[src/rtl/inst_loader.sv]
// Instruction loader: accepts decoded field tuples, packs each into a 20-bit
// instruction word and writes it to consecutive instruction-memory addresses.
module inst_loader #(
    parameter int unsigned ADDR_W = 8
) (
    input  logic              clk,
    input  logic              rst_n,
    input  logic              start,
    input  logic [ADDR_W-1:0] base_addr,
    input  logic              in_valid,
    output logic              in_ready,
    input  logic [4:0]        in_op,
    input  logic [4:0]        in_rd,
    input  logic [4:0]        in_rs,
    input  logic [4:0]        in_rt,
    input  logic [14:0]       in_bamt,
    input  logic              in_last,
    output logic              imem_we,
    output logic [ADDR_W-1:0] imem_addr,
    output logic [19:0]       imem_wdata,
    output logic              busy,
    output logic              done,
    output logic              err,
    output logic [ADDR_W:0]   count
);

    localparam int unsigned WORD_W = 20;
    localparam int unsigned CNT_W  = ADDR_W + 1;

    typedef enum logic [1:0] {
        IDLE  = 2'd0,
        RUN   = 2'd1,
        DRAIN = 2'd2,
        DONE  = 2'd3
    } state_t;

    state_t              state, state_n;
    logic [ADDR_W-1:0]   addr_cnt, addr_cnt_n;
    logic [CNT_W-1:0]    count_n;
    logic                err_n;
    logic                we_n;
    logic [ADDR_W-1:0]   addr_n;
    logic [WORD_W-1:0]   wdata_n;
    logic                at_top;

    // Field packing by opcode class: R-type, load, store, jump/branch.
    function automatic logic [WORD_W-1:0] encode(
        input logic [4:0]  op,
        input logic [4:0]  rd,
        input logic [4:0]  rs,
        input logic [4:0]  rt,
        input logic [14:0] bamt
    );
        logic [WORD_W-1:0] word;
        if ((op < 5'd7) || (op == 5'd11)) begin
            word = {op, rd, rs, rt};
        end else if (op == 5'd12) begin
            word = {op, rd, rt, rs};
        end else if (op == 5'd13) begin
            word = {op, rs, rd, 5'b0};
        end else begin
            word = {op, bamt};
        end
        return word;
    endfunction

    assign at_top = (addr_cnt == {ADDR_W{1'b1}});

    // Next-state, counters and write-port payload.
    always_comb begin
        state_n    = state;
        addr_cnt_n = addr_cnt;
        count_n    = count;
        err_n      = err;
        we_n       = 1'b0;
        addr_n     = imem_addr;
        wdata_n    = imem_wdata;
        case (state)
            IDLE: begin
                if (start) begin
                    state_n    = RUN;
                    addr_cnt_n = base_addr;
                    count_n    = '0;
                    err_n      = 1'b0;
                end
            end
            RUN: begin
                if (in_valid) begin
                    we_n    = 1'b1;
                    addr_n  = addr_cnt;
                    wdata_n = encode(in_op, in_rd, in_rs, in_rt, in_bamt);
                    count_n = count + CNT_W'(1);
                    // The counter saturates at the top address rather than wrapping.
                    if (!at_top) begin
                        addr_cnt_n = addr_cnt + ADDR_W'(1);
                    end
                    if (in_last) begin
                        state_n = DRAIN;
                    end else if (at_top) begin
                        err_n   = 1'b1;
                        state_n = DRAIN;
                    end
                end
            end
            DRAIN:   state_n = DONE;
            DONE:    state_n = IDLE;
            default: state_n = IDLE;
        endcase
    end

    // Status flags are registered from the next state so they line up with it.
    always_ff @(posedge clk or negedge rst_n) begin
        if (!rst_n) begin
            state      <= IDLE;
            addr_cnt   <= '0;
            count      <= '0;
            err        <= 1'b0;
            imem_we    <= 1'b0;
            imem_addr  <= '0;
            imem_wdata <= '0;
            in_ready   <= 1'b0;
            busy       <= 1'b0;
            done       <= 1'b0;
        end else begin
            state      <= state_n;
            addr_cnt   <= addr_cnt_n;
            count      <= count_n;
            err        <= err_n;
            imem_we    <= we_n;
            imem_addr  <= addr_n;
            imem_wdata <= wdata_n;
            in_ready   <= (state_n == RUN);
            busy       <= (state_n != IDLE);
            done       <= (state_n == DONE);
        end
    end

endmodule

[config.mk]
export PLATFORM = sky130hd
export DESIGN_NAME = inst_loader
export DESIGN_NICKNAME = d
export VERILOG_FILES = /design/src/rtl/inst_loader.sv
export SDC_FILE = /design/constraint.sdc
export NUM_CORES = 1
export LEC_CHECK = 0
export CAP_MARGIN = 20
export CORE_MARGIN = 1
export CORE_UTILIZATION = 30
export CTS_BUF_LIST = sky130_fd_sc_hd__clkbuf_4 sky130_fd_sc_hd__clkbuf_8 sky130_fd_sc_hd__clkbuf_16
export CTS_CLUSTER_SIZE = 30
export DETAILED_ROUTE_END_ITERATION = 10
export PLACE_DENSITY = 0.64
export SETUP_SLACK_MARGIN = 0.5
export SLEW_MARGIN = 15
export SYNTH_ARGS = -nofsm -noshare
export SYNTH_HDL_FRONTEND = slang
export SYNTH_SLANG_ARGS = --single-unit
[constraint.sdc]
create_clock -name clk -period 1.8 [get_ports clk]
set_input_delay 0.27 -clock clk [delete_from_list [all_inputs] [get_ports clk]]
set_output_delay 0.27 -clock clk [all_outputs]
set_load 0.05 [all_outputs]
==> impl_results.md, run 1 <==
* Unique masters post-synth at 43
* Clk_lat worst skew at 0.31 ns
* Worst r2r dst: err
* GRT Total Usage at 17.81%
* Htree depth at 2
* Cell accounting for the most synthesized area: dfrtp_1
* Power Dens Cells at 1649 mW/mm^2
* Met3 wire length at 329 um
* Input/output buffers at 89
* Syn avg cell area at 9.102 um^2
* Placed inst area at 0.003935 mm^2
* Drt pass-1 iters at 6
* Max-cap viol count at 0
* Post-Layout Inst Area at 0.004424 mm^2
* Critical Path End Type: flip-flop
* Top Layer Used: met4
* Ant. Diodes at 0
* Nets at 478
* CTS Buf Count at 5
* Post-Synth XOR/XNOR Area at 2.315%
* Top FF cell, synth: dfrtp_1
* Post-synth EDFFs at 0
* Hold Crit Endpoint: imem_wdata[16]
* NetSw at 3521 uW
* M1 WL at 3.684 mm
* Root Buffer: clkbuf_8
* Most common cell in the netlist: nand2_1
* Fin crit share at 81.06%
* Lkg Pwr at 0.002040 uW
* Synth Warn # at 0
* Switch share at 48.25%
* Synthesized cell area at 0.002649 mm^2
* CORE AREA at 0.008382 mm^2
* Hold path cells at 4
* FMAX at 685.4 MHz
* Peak VDD IR at 1.143 mV
* Fin. Hold Viols at 0
* Fraction of synthesized area in multiplexers at 6.519%
* Flops & latches, synth at 52
* Number of core rows at 33
* Clock transition at the registers of the reported paths at 0.10 ns
* Layout area overhead at 67.03%
* Vias per inst at 4.994
* Fraction of layout cells with a size suffix above 1 at 40.33%
* Die ar. at 0.009209 mm^2
* Post-route setup TNS at 0 ns
* Die height at 95.97 um
* Worst hold path class: input port to flip-flop
* Clock Skews at 0.01137 ns
* GPL Wtd Cong at 0.8111
* Die width at 95.97 um
* Area contributors post-synth: dfrtp_1, nand2_1, a21oi_1
* Met2 Routed Length at 4.262 mm
* Post-route minimum period at 1.459 ns
* Crit path kind: flip-flop to flip-flop
* Crit Path Max Fanout at 5
* Internal at 3776 uW
* Async set-reset flop share out of synthesis at 100.0%
* Synth top area share at 49.13%
* Vias after detailed routing at 2,667
* R2R Path Start: state[0]
* Synth Area in Compound Gates at 15.92%
* Clk pwr share at 11.2%
* Initial antenna violation count at 0
* Final setup fails at 0
* Critical Path Source Type: flip-flop
* Wire length per cell at 15.83 um
* Crit path DAT at 1.67 ns
* Vias in the first global route at 2,536
* Largest family of logic cells by synthesized area: simple AND/OR/NAND/NOR gates
* DR iter-0 viols at 136
* Post-synth top cells: nand2_1, dfrtp_1, a21oi_1
* Power Total at 7297 uW
* Initial Utilization at 31.60%
* Reg2Reg Depth at 7
* RSZ-0062 raised after global routing: true
* Worst-margin pin slew at 0.4253 ns
* Register share of total power at 28.0%
* GRT overflow at 0
* Seq/Total Area, Yosys at 49.13%
* Final WL at 8.453 mm
* ANT nets after route at 0
* First-pass GRT wire length at 12.45 mm
* Synth Area in Adders at 0.9447%
* R2R Setup Slk at 0.34 ns
* Hpwl dp at 5.647 mm
* Post-Syn Instances at 291
* Post-route DRC at 0
* Clk buf depth at 2
* Fraction of the mapped netlist area in simple logic gates at 22.01%
* Syn nets at 341
* CP Data Required Time at 2.01 ns
* Sinks on the clock net at 52
* I/O pins at 90
* CTS tree: yes
* Worst slew margin at 71.43%
* Max-slew violation count at 0
* Part of the power in combinational logic at 60.8%
* Hold Path Origin: in_op[1]
* Status: complete, no violations
* Largest net degree at the start of global routing at 35
==> worst max-delay path by stage <==
stage / start / to / cells after the start
4_1_cts: addr_cnt[1] / addr_cnt[0] / 6
2_1_floorplan: in_op[4] / imem_wdata[9] / 5
3_5_place_dp: in_op[3] / imem_wdata[9] / 6
5_1_grt: state[0] / err / 7
3_3_place_gp: in_op[4] / imem_wdata[9] / 6
6_report: state[0] / err / 7
==> routing by layer <==
layer / up-vias / global-route usage [%]
li1: 1300 / -
met2: 65 / 30.83
met4: 0 / 5.970
met1: 1289 / 22.65
met5: - / 0
met3: 13 / 2.686
==> metrics by stage <==
| stage | hold WS [ns] | util [%] | std cells | setup slack [ns] |
|---|---|---|---|---|
| floorplan | -0.02559 | - | 291 | 0.3011 |
| global placement | 0.2211 | 46.95 | 499 | -0.2007 |
| detailed placement | 0.2219 | 46.95 | 499 | -0.2103 |
| CTS | 0.2563 | 50.10 | 522 | 0.3823 |
| global route | 0.2647 | 52.78 | 534 | 0.2774 |
| finish | 0.2474 | 52.78 | 534 | 0.3410 |
==> flip-flops by register name, indices dropped and copies added, names as in the netlist <==
name / flops
imem_wdata: 20
count: 9
addr_cnt: 8
imem_addr: 8
state: 2
busy: 1
done: 1
err: 1
imem_we: 1
in_ready: 1
==> worst max-delay path: stages, from the launching register on <==
cell	delay (ns)
dfrtp_2	0.45
buf_4	0.15
buf_4	0.13
nor3b_4	0.21
inv_1	0.07
a21oi_2	0.14
nand2_1	0.08
o2bb2ai_2	0.12
==> timing repair <==
item | CTS | global route
buffers inserted | 12 | 7
hold buffers | 1 | 0
cloned | 2 | 5
endpoints found under the setup margin | 65 | 52
endpoints found under the hold margin | 14 | 0
gates resized for setup | 113 | 39
pin swaps | 15 | 11
==> power by group through the flow <==
stage	Combinational [uW]	Clock [uW]	Sequential [uW]
CTS	4050	848	2040
detailed placement	3780	0	2070
finish	4430	816	2050
floorplan	1390	0	3240
global placement	3730	0	2060
global route	4730	890	2120
==> layout make-up <==
type	instances	area (um^2)
fillers	778	3958
multi-input cells	222	1535
flip-flops and latches	52	1315
repair buffers	144	1313
well taps	105	131.4
clock buffers	5	68.82
clock inverters	3	42.54
inverters	3	18.77
==> layout by cell type (no fill, tap or decap), types with 5 or more instances in the layout <==
master           netlist  layout
buf_2                  7      21
a222oi_1               5       5
dfrtp_1               52      41
o21ai_1                1      11
clkdlybuf4s50_1        0      40
clkbuf_8               0       5
nand2b_1               9       5
buf_12                 0       6
a21oi_2                1       6
nor2_1                17      14
nand3_1                8       7
buf_4                  1      59
o21ai_0               19       6
mux2i_1                6       6
buf_6                  0      13
dfrtp_2                0      11
a21oi_1               29      22
mux2_2                 9       9
nand3b_1               5       5
nand2_1               67      63
==> cell families after synthesis <==
family	after synthesis
simple gates	125
compound gates	70
flops	52
buf+inv	19
mux	16
xor+xnor	7
fa+ha+maj	2
Power figures use the tool's default switching activity.
==> inputs of run 2 (changes only) <==
clock period = 1.4 ns   (was 1.8 ns; I/O delays follow)
==> run 2 against run 1 <==
Net effect: the flow now finishes with violations (negative hold slack, negative setup slack); fmax increased by 1.2%; clock skew decreased by 0.0018 ns; cell area increased by 28%; register-to-register slack got worse by 0.38 ns; non-clock buffer count increased by 51; critical path depth decreased by 1; setup slack got worse by 0.38 ns; count of clock-buffer cells in the layout increased by 1; sequential share of layout area decreased by 6.6 points; clock power increased by 1%; critical path type unchanged; largest power group unchanged; highest routed layer unchanged.
==> impl_results.md, run 2 (same netlist as run 1, synthesis figures left out) <==
* Top reg by flops: imem_wdata
* Ant. Diodes at 0 (unchanged)
* Largest regs: imem_wdata x20, count x9
* Post-route minimum period at 1.442 ns (-0.01724 ns)
* Wire length per cell at 16.44 um (+3.9%)
* Die ar. at 0.009209 mm^2 (unchanged)
* Vias in the first global route at 2,997 (+18%)
* Crit path kind: flip-flop to flip-flop
* Initial antenna violation count at 0 (unchanged)
* Hold_ws at -0.1489 ns (-0.3963 ns)
* Hpwl dp at 6.238 mm (+10%)
* Worst-margin pin slew at 0.4702 ns (+0.04495 ns)
* Max reg flops at 20 (unchanged)
* Input/output buffers at 89 (unchanged)
* Critical Path End Type: flip-flop
* Max-cap viol count at 0 (unchanged)
* Placed inst area at 0.004594 mm^2 (+17%)
* Clk_lat worst skew at 0.30 ns (about the same)
* Vias per inst at 5.057 (+1.2%)
* Clock transition at the registers of the reported paths at 0.09 ns (about the same)
* Crit Path Max Fanout at 5 (unchanged)
* Sinks on the clock net at 52 (unchanged)
* Multi-input logic area at 0.001752 mm^2 (+14%)
* FMAX at 693.6 MHz (+1.2%)
* Clk buf depth at 2 (unchanged)
* Root Buffer: clkbuf_8
* Place WS at -0.5544 ns (-0.3441 ns)
* Vias after detailed routing at 2,943 (+10%)
* Worst slew margin at 68.65% (-2.8 points)
* Fin crit share at 103.0% (+22 points)
* Drt pass-1 iters at 5 (-1)
* FF+latch area at 0.001311 mm^2 (-0.29%)
* Final setup margin at -0.04181 ns (-0.3828 ns)
* Power Total at 12,570 uW (+72%)
* Lkg Pwr at 0.002582 uW (+27%)
* Layout area overhead at 114.3%
* Clock Skews at 0.009578 ns (-0.001792 ns)
* CTS Buf Count at 5 (unchanged)
* I/O pins at 90 (unchanged)
* RSZ-0062 raised after global routing: true
* Nets at 528 (+10%)
* ANT nets after route at 0 (unchanged)
* Post-route setup TNS at -0.1038 ns (-0.1038 ns)
* Fin. Hold Viols at 15 (+15)
* GPL Wtd Cong at 0.8911 (+9.9%)
* Worst hold path class: input port to async pin
* Filler cell count at 620 (-20%)
* Final setup fails at 5 (+5)
* Die height at 95.97 um (unchanged)
* Most frequent cells in the layout: buf_4, buf_12, dfrtp_1
* Post-Layout Inst Area at 0.005677 mm^2 (+28%)
* CP Data Required Time at 1.63 ns (-0.38 ns)
* GRT Total Usage at 21.83% (+4.0 points)
* Die width at 95.97 um (unchanged)
* Failing checks: negative hold slack, negative setup slack
* Final WL at 9.569 mm (+13%)
* Htree depth at 2 (unchanged)
* Number of core rows at 33 (unchanged)
* Power Dens Cells at 2214 mW/mm^2 (+34%)
* Peak VDD IR at 1.451 mV (+27%)
* First-pass GRT wire length at 15.04 mm (+21%)
* Post-route DRC at 0 (unchanged)
* Fraction of layout cells with a size suffix above 1 at 55.35% (+15 points)
* Crit path DAT at 1.68 ns (about the same)
* CTS tree: yes
* Critical Path Source Type: flip-flop
* Max-slew violation count at 0 (unchanged)
* Status: finished with violations
* Initial Utilization at 31.60% (unchanged)
* Most common cell after layout, fill and taps aside: buf_4
* CORE AREA at 0.008382 mm^2 (unchanged)
* GRT overflow at 0 (unchanged)
* DR iter-0 viols at 87 (-36%)
* Largest net degree at the start of global routing at 20 (-43%)
[run 2: changes by cell type in the layout (fill, tap and decap cells not counted), moves of 4 or more]
cell / before / now
buf_12: 6 / 50
nand2_1: 63 / 28
buf_2: 21 / 3
nand2_2: 3 / 21
nand2_4: 2 / 19
buf_4: 59 / 75
buf_16: 0 / 6
o21ai_2: 3 / 9
buf_6: 13 / 18
mux2_2: 9 / 5
mux2_4: 1 / 5
o21ai_0: 6 / 2
[run 2: what timing repair did]
action	4_1_cts	5_1_grt
setup endpoints to repair	93	94
setup buffers	40	11
hold endpoints to repair	15	15
gates cloned	7	0
pin swaps	51	25
resized for setup	107	35
[run 2: worst max-delay path, stage by stage, from the launching register on]
cell and delay, ns:
dfrtp_1 0.43, nand2b_4 0.17, buf_6 0.11, a21oi_4 0.22
o21ai_4 0.13, a21oi_2 0.16, a2bb2oi_2 0.16
[run 2: layout make-up]
type | instances | share of cell area [%]
timing repair buffer | 195 | 41.97
multi-input combinational | 221 | 30.86
sequential | 52 | 23.10
tap | 105 | 2.314
clock buffer | 6 | 1.345
inverter | 3 | 0.4188
[run 2: path summary, 6_finish.rpt]
check | from | to | slack [ns] | cells after the start
hold reg to reg | imem_addr[3] | imem_addr[3] | 0.57 | 2
setup reg to reg | state[0] | addr_cnt[5] | -0.04 | 6
max in group asynchronous | rst_n | state[1] | 0.96 | 2
min in group clk | in_op[1] | imem_wdata[16] | 0.24 | 4
hold / removal | rst_n | imem_wdata[7] | -0.15 | 1
setup / recovery | state[0] | addr_cnt[5] | -0.04 | 6
[run 2: stage by stage]
stage | std cells | utilization, %
3_3_place_gp | 518 | 54.81
6_report | 582 | 67.73
4_1_cts | 571 | 65.13
5_1_grt | 582 | 67.73
2_1_floorplan | 291 | -
3_5_place_dp | 518 | 54.81
[run 2: where the power goes]
group / switching (uW) / internal [uW] / total (uW)
clock network: 470 / 355 / 825
registers: 666 / 2130 / 2800
logic: 4310 / 4640 / 8950
total: 5440 / 7130 / 12600
[run 2: metal layers]
metal	share of wire (%)	track usage, %
met1	41	26.59
met2	53	39.11
met3	3.5	3.002
met4	2.9	7.960
met5	0	0
==> inputs of run 3 (changes only) <==
CORE_UTILIZATION = 40   (was 30)
PLACE_DENSITY = 0.79   (was 0.64)
==> run 3 against run 2 <==
Net effect: core utilization grew 19 points; critical endpoint is now count[4]; critical path depth grew 2; first-iteration DRC count grew to 4.6 times the previous value; final cell count shrank 7.0%; sequential share of layout area grew 0.57 points; largest power group unchanged; routed wire length grew 42%; hold slack lost 0.066 ns; combinational power grew 2%; count of clock-buffer cells in the layout shrank 1; clock power grew 31%; cell area shrank 2.1%; critical path type unchanged; the flow still finishes with violations (negative hold slack, negative setup slack).
==> impl_results.md, run 3 (same netlist as run 1, synthesis figures left out) <==
* Final setup fails at 42 (+37)
* Clock transition at the registers of the reported paths at 0.10 ns (about the same)
* Place WS at -0.6035 ns (-0.04911 ns)
* Number of core rows at 29 (-12%)
* CP Data Required Time at 1.61 ns (-0.02 ns)
* GRT overflow at 0 (unchanged)
* Final setup margin at -0.2901 ns (-0.2482 ns)
* Crit Path Max Fanout at 5 (unchanged)
* Hpwl dp at 6.179 mm (-0.95%)
* Vias per inst at 6.274 (+24%)
* R2R Path Start: state[1]
* Post-route DRC at 0 (unchanged)
* Failing checks: negative hold slack, negative setup slack
* CTS Buf Count at 5 (unchanged)
* Initial Utilization at 41.48% (+9.9 points)
* Worst-margin pin slew at 0.4119 ns (-0.05829 ns)
* Crit path kind: flip-flop to flip-flop
* Filler cell count at 274 (-56%)
* Root Buffer: clkbuf_8
* Worst slew margin at 72.54% (+3.9 points)
* Ant. Diodes at 0 (unchanged)
* Power Dens Cells at 2370 mW/mm^2 (+7.0%)
* I/O pins at 90 (unchanged)
* Status: finished with violations
* Clk_lat worst skew at 0.32 ns (+0.02 ns)
* Critical Path End Type: flip-flop
* GRT Total Usage at 30.04% (+8.2 points)
* Most common cell after layout, fill and taps aside: buf_4
* CTS tree: yes
* Post-route minimum period at 1.690 ns (+0.2482 ns)
* Max-slew violation count at 0 (unchanged)
* Sinks on the clock net at 52 (unchanged)
* DR iter-0 viols at 401 (+360%)
* Multi-input logic area at 0.001763 mm^2 (+0.64%)
* Max reg flops at 20 (unchanged)
* Drt pass-1 iters at 5 (unchanged)
* Final WL at 13.61 mm (+42%)
* CORE AREA at 0.006386 mm^2 (-24%)
* Die width at 83.38 um (-13%)
* Initial antenna violation count at 0 (unchanged)
* ANT nets after route at 0 (unchanged)
* Reg2Reg Depth at 8 (+2)
* Input/output buffers at 89 (unchanged)
* Vias in the first global route at 3,167 (+5.7%)
* Clock Skews at 0.004399 ns (-0.005179 ns)
* Worst r2r dst: count[4]
* Die height at 83.38 um (-13%)
* Top reg by flops: imem_wdata
* Largest net degree at the start of global routing at 40 (+100%)
* Fraction of layout cells with a size suffix above 1 at 54.31% (-1.0 points)
* Die ar. at 0.006951 mm^2 (-25%)
* Most frequent cells in the layout: buf_4, buf_12, nand2_1, dfrtp_1, clkdlybuf4s50_1
* Critical Path Source Type: flip-flop
* FMAX at 591.7 MHz (-15%)
* Utilization after layout at 86.99% (+19 points)
* GPL Wtd Cong at 0.8848 (-0.71%)
* RSZ-0062 raised after global routing: true
* Crit path DAT at 1.90 ns (+0.22 ns)
* Htree depth at 2 (unchanged)
* Nets at 513 (-2.8%)
* Wire length per cell at 25.15 um (+53%)
* R2R Setup Slk at -0.29 ns (-0.25 ns)
* Layout area overhead at 109.7%
* Worst hold path class: input port to async pin
* Largest regs: imem_wdata x20, count x9
* FF+latch area at 0.001315 mm^2 (+0.29%)
* First-pass GRT wire length at 16.22 mm (+7.9%)
* Hold_ws at -0.2153 ns (-0.06639 ns)
* Clk buf depth at 2 (unchanged)
* Vias after detailed routing at 3,394 (+15%)
* Fin. Hold Viols at 13 (-2)
* Fin crit share at 120.7% (+18 points)
* Lkg Pwr at 0.002472 uW (-4.3%)
* Max-cap viol count at 0 (unchanged)
* Peak VDD IR at 1.775 mV (+22%)
## run 3: changes by cell type in the layout (fill, tap and decap cells not counted), moves of 5 or more
cell and change:
buf_4 -9, nand2_4 -12, buf_6 -5, nand2_1 +13
## run 3: metal layers
metal / track usage [%] / up-vias / wire length [um]
met5: 0 / - / 0
met4: 14.42 / 0 / 997
met3: 5.765 / 102 / 1150
met2: 50.67 / 290 / 6607
met1: 36.93 / 1645 / 4851
li1: - / 1357 / -
## run 3: how the worst max path moves through the flow
| stage | to | startpoint | depth (start not counted) | slack, ns |
|---|---|---|---|---|
| finish | count[4] | state[1] | 8 | -0.29 |
| floorplan | imem_wdata[9] | in_op[4] | 5 | -0.04 |
| global route | count[4] | state[1] | 8 | -0.40 |
| CTS | addr_cnt[5] | addr_cnt[0] | 7 | -0.03 |
| global placement | imem_wdata[9] | in_op[4] | 6 | -0.53 |
| detailed placement | imem_wdata[9] | in_op[1] | 6 | -0.60 |
## run 3: metrics by stage
step	setup TNS, ns	std cells	cell area [um^2]	total power, uW
detailed placement	-12.76	484	4527	9449
global route	-5.318	541	5555	13500
global placement	-10.49	484	4527	9228
CTS	-0.2309	523	5219	11610
floorplan	-0.05387	291	2889	6090
finish	-3.895	541	5555	13160
## run 3: final cells by class
type / instances / share of cell area [%]
clock buffers: 5 / 1.239
clock inverters: 3 / 0.7658
inverters: 3 / 0.3378
multi-input cells: 220 / 31.73
flip-flops and latches: 52 / 23.67
well taps: 77 / 1.734
repair buffers: 181 / 40.52
## run 3: what timing repair did
item,4_1_cts,5_1_grt
endpoints found under the hold margin,13,13
endpoints found under the setup margin,93,94
gates resized for setup,91,41
buffers inserted,28,15
gates cloned,3,3
pin swaps,24,23
## run 3: critical path: stages, from the launching register on
cell     delay [ns]
dfrtp_2        0.47
nor2b_4        0.16
buf_6          0.15
buf_12         0.11
nand2_8        0.09
inv_8          0.12
nand4_1        0.15
xor2_1         0.26
nor2_1         0.08
## run 3: power by group
part           total [uW]  internal, uW  switching, uW
combinational        9140          4420           4720
sequential           2940          2140            807
clock                1080           530            554
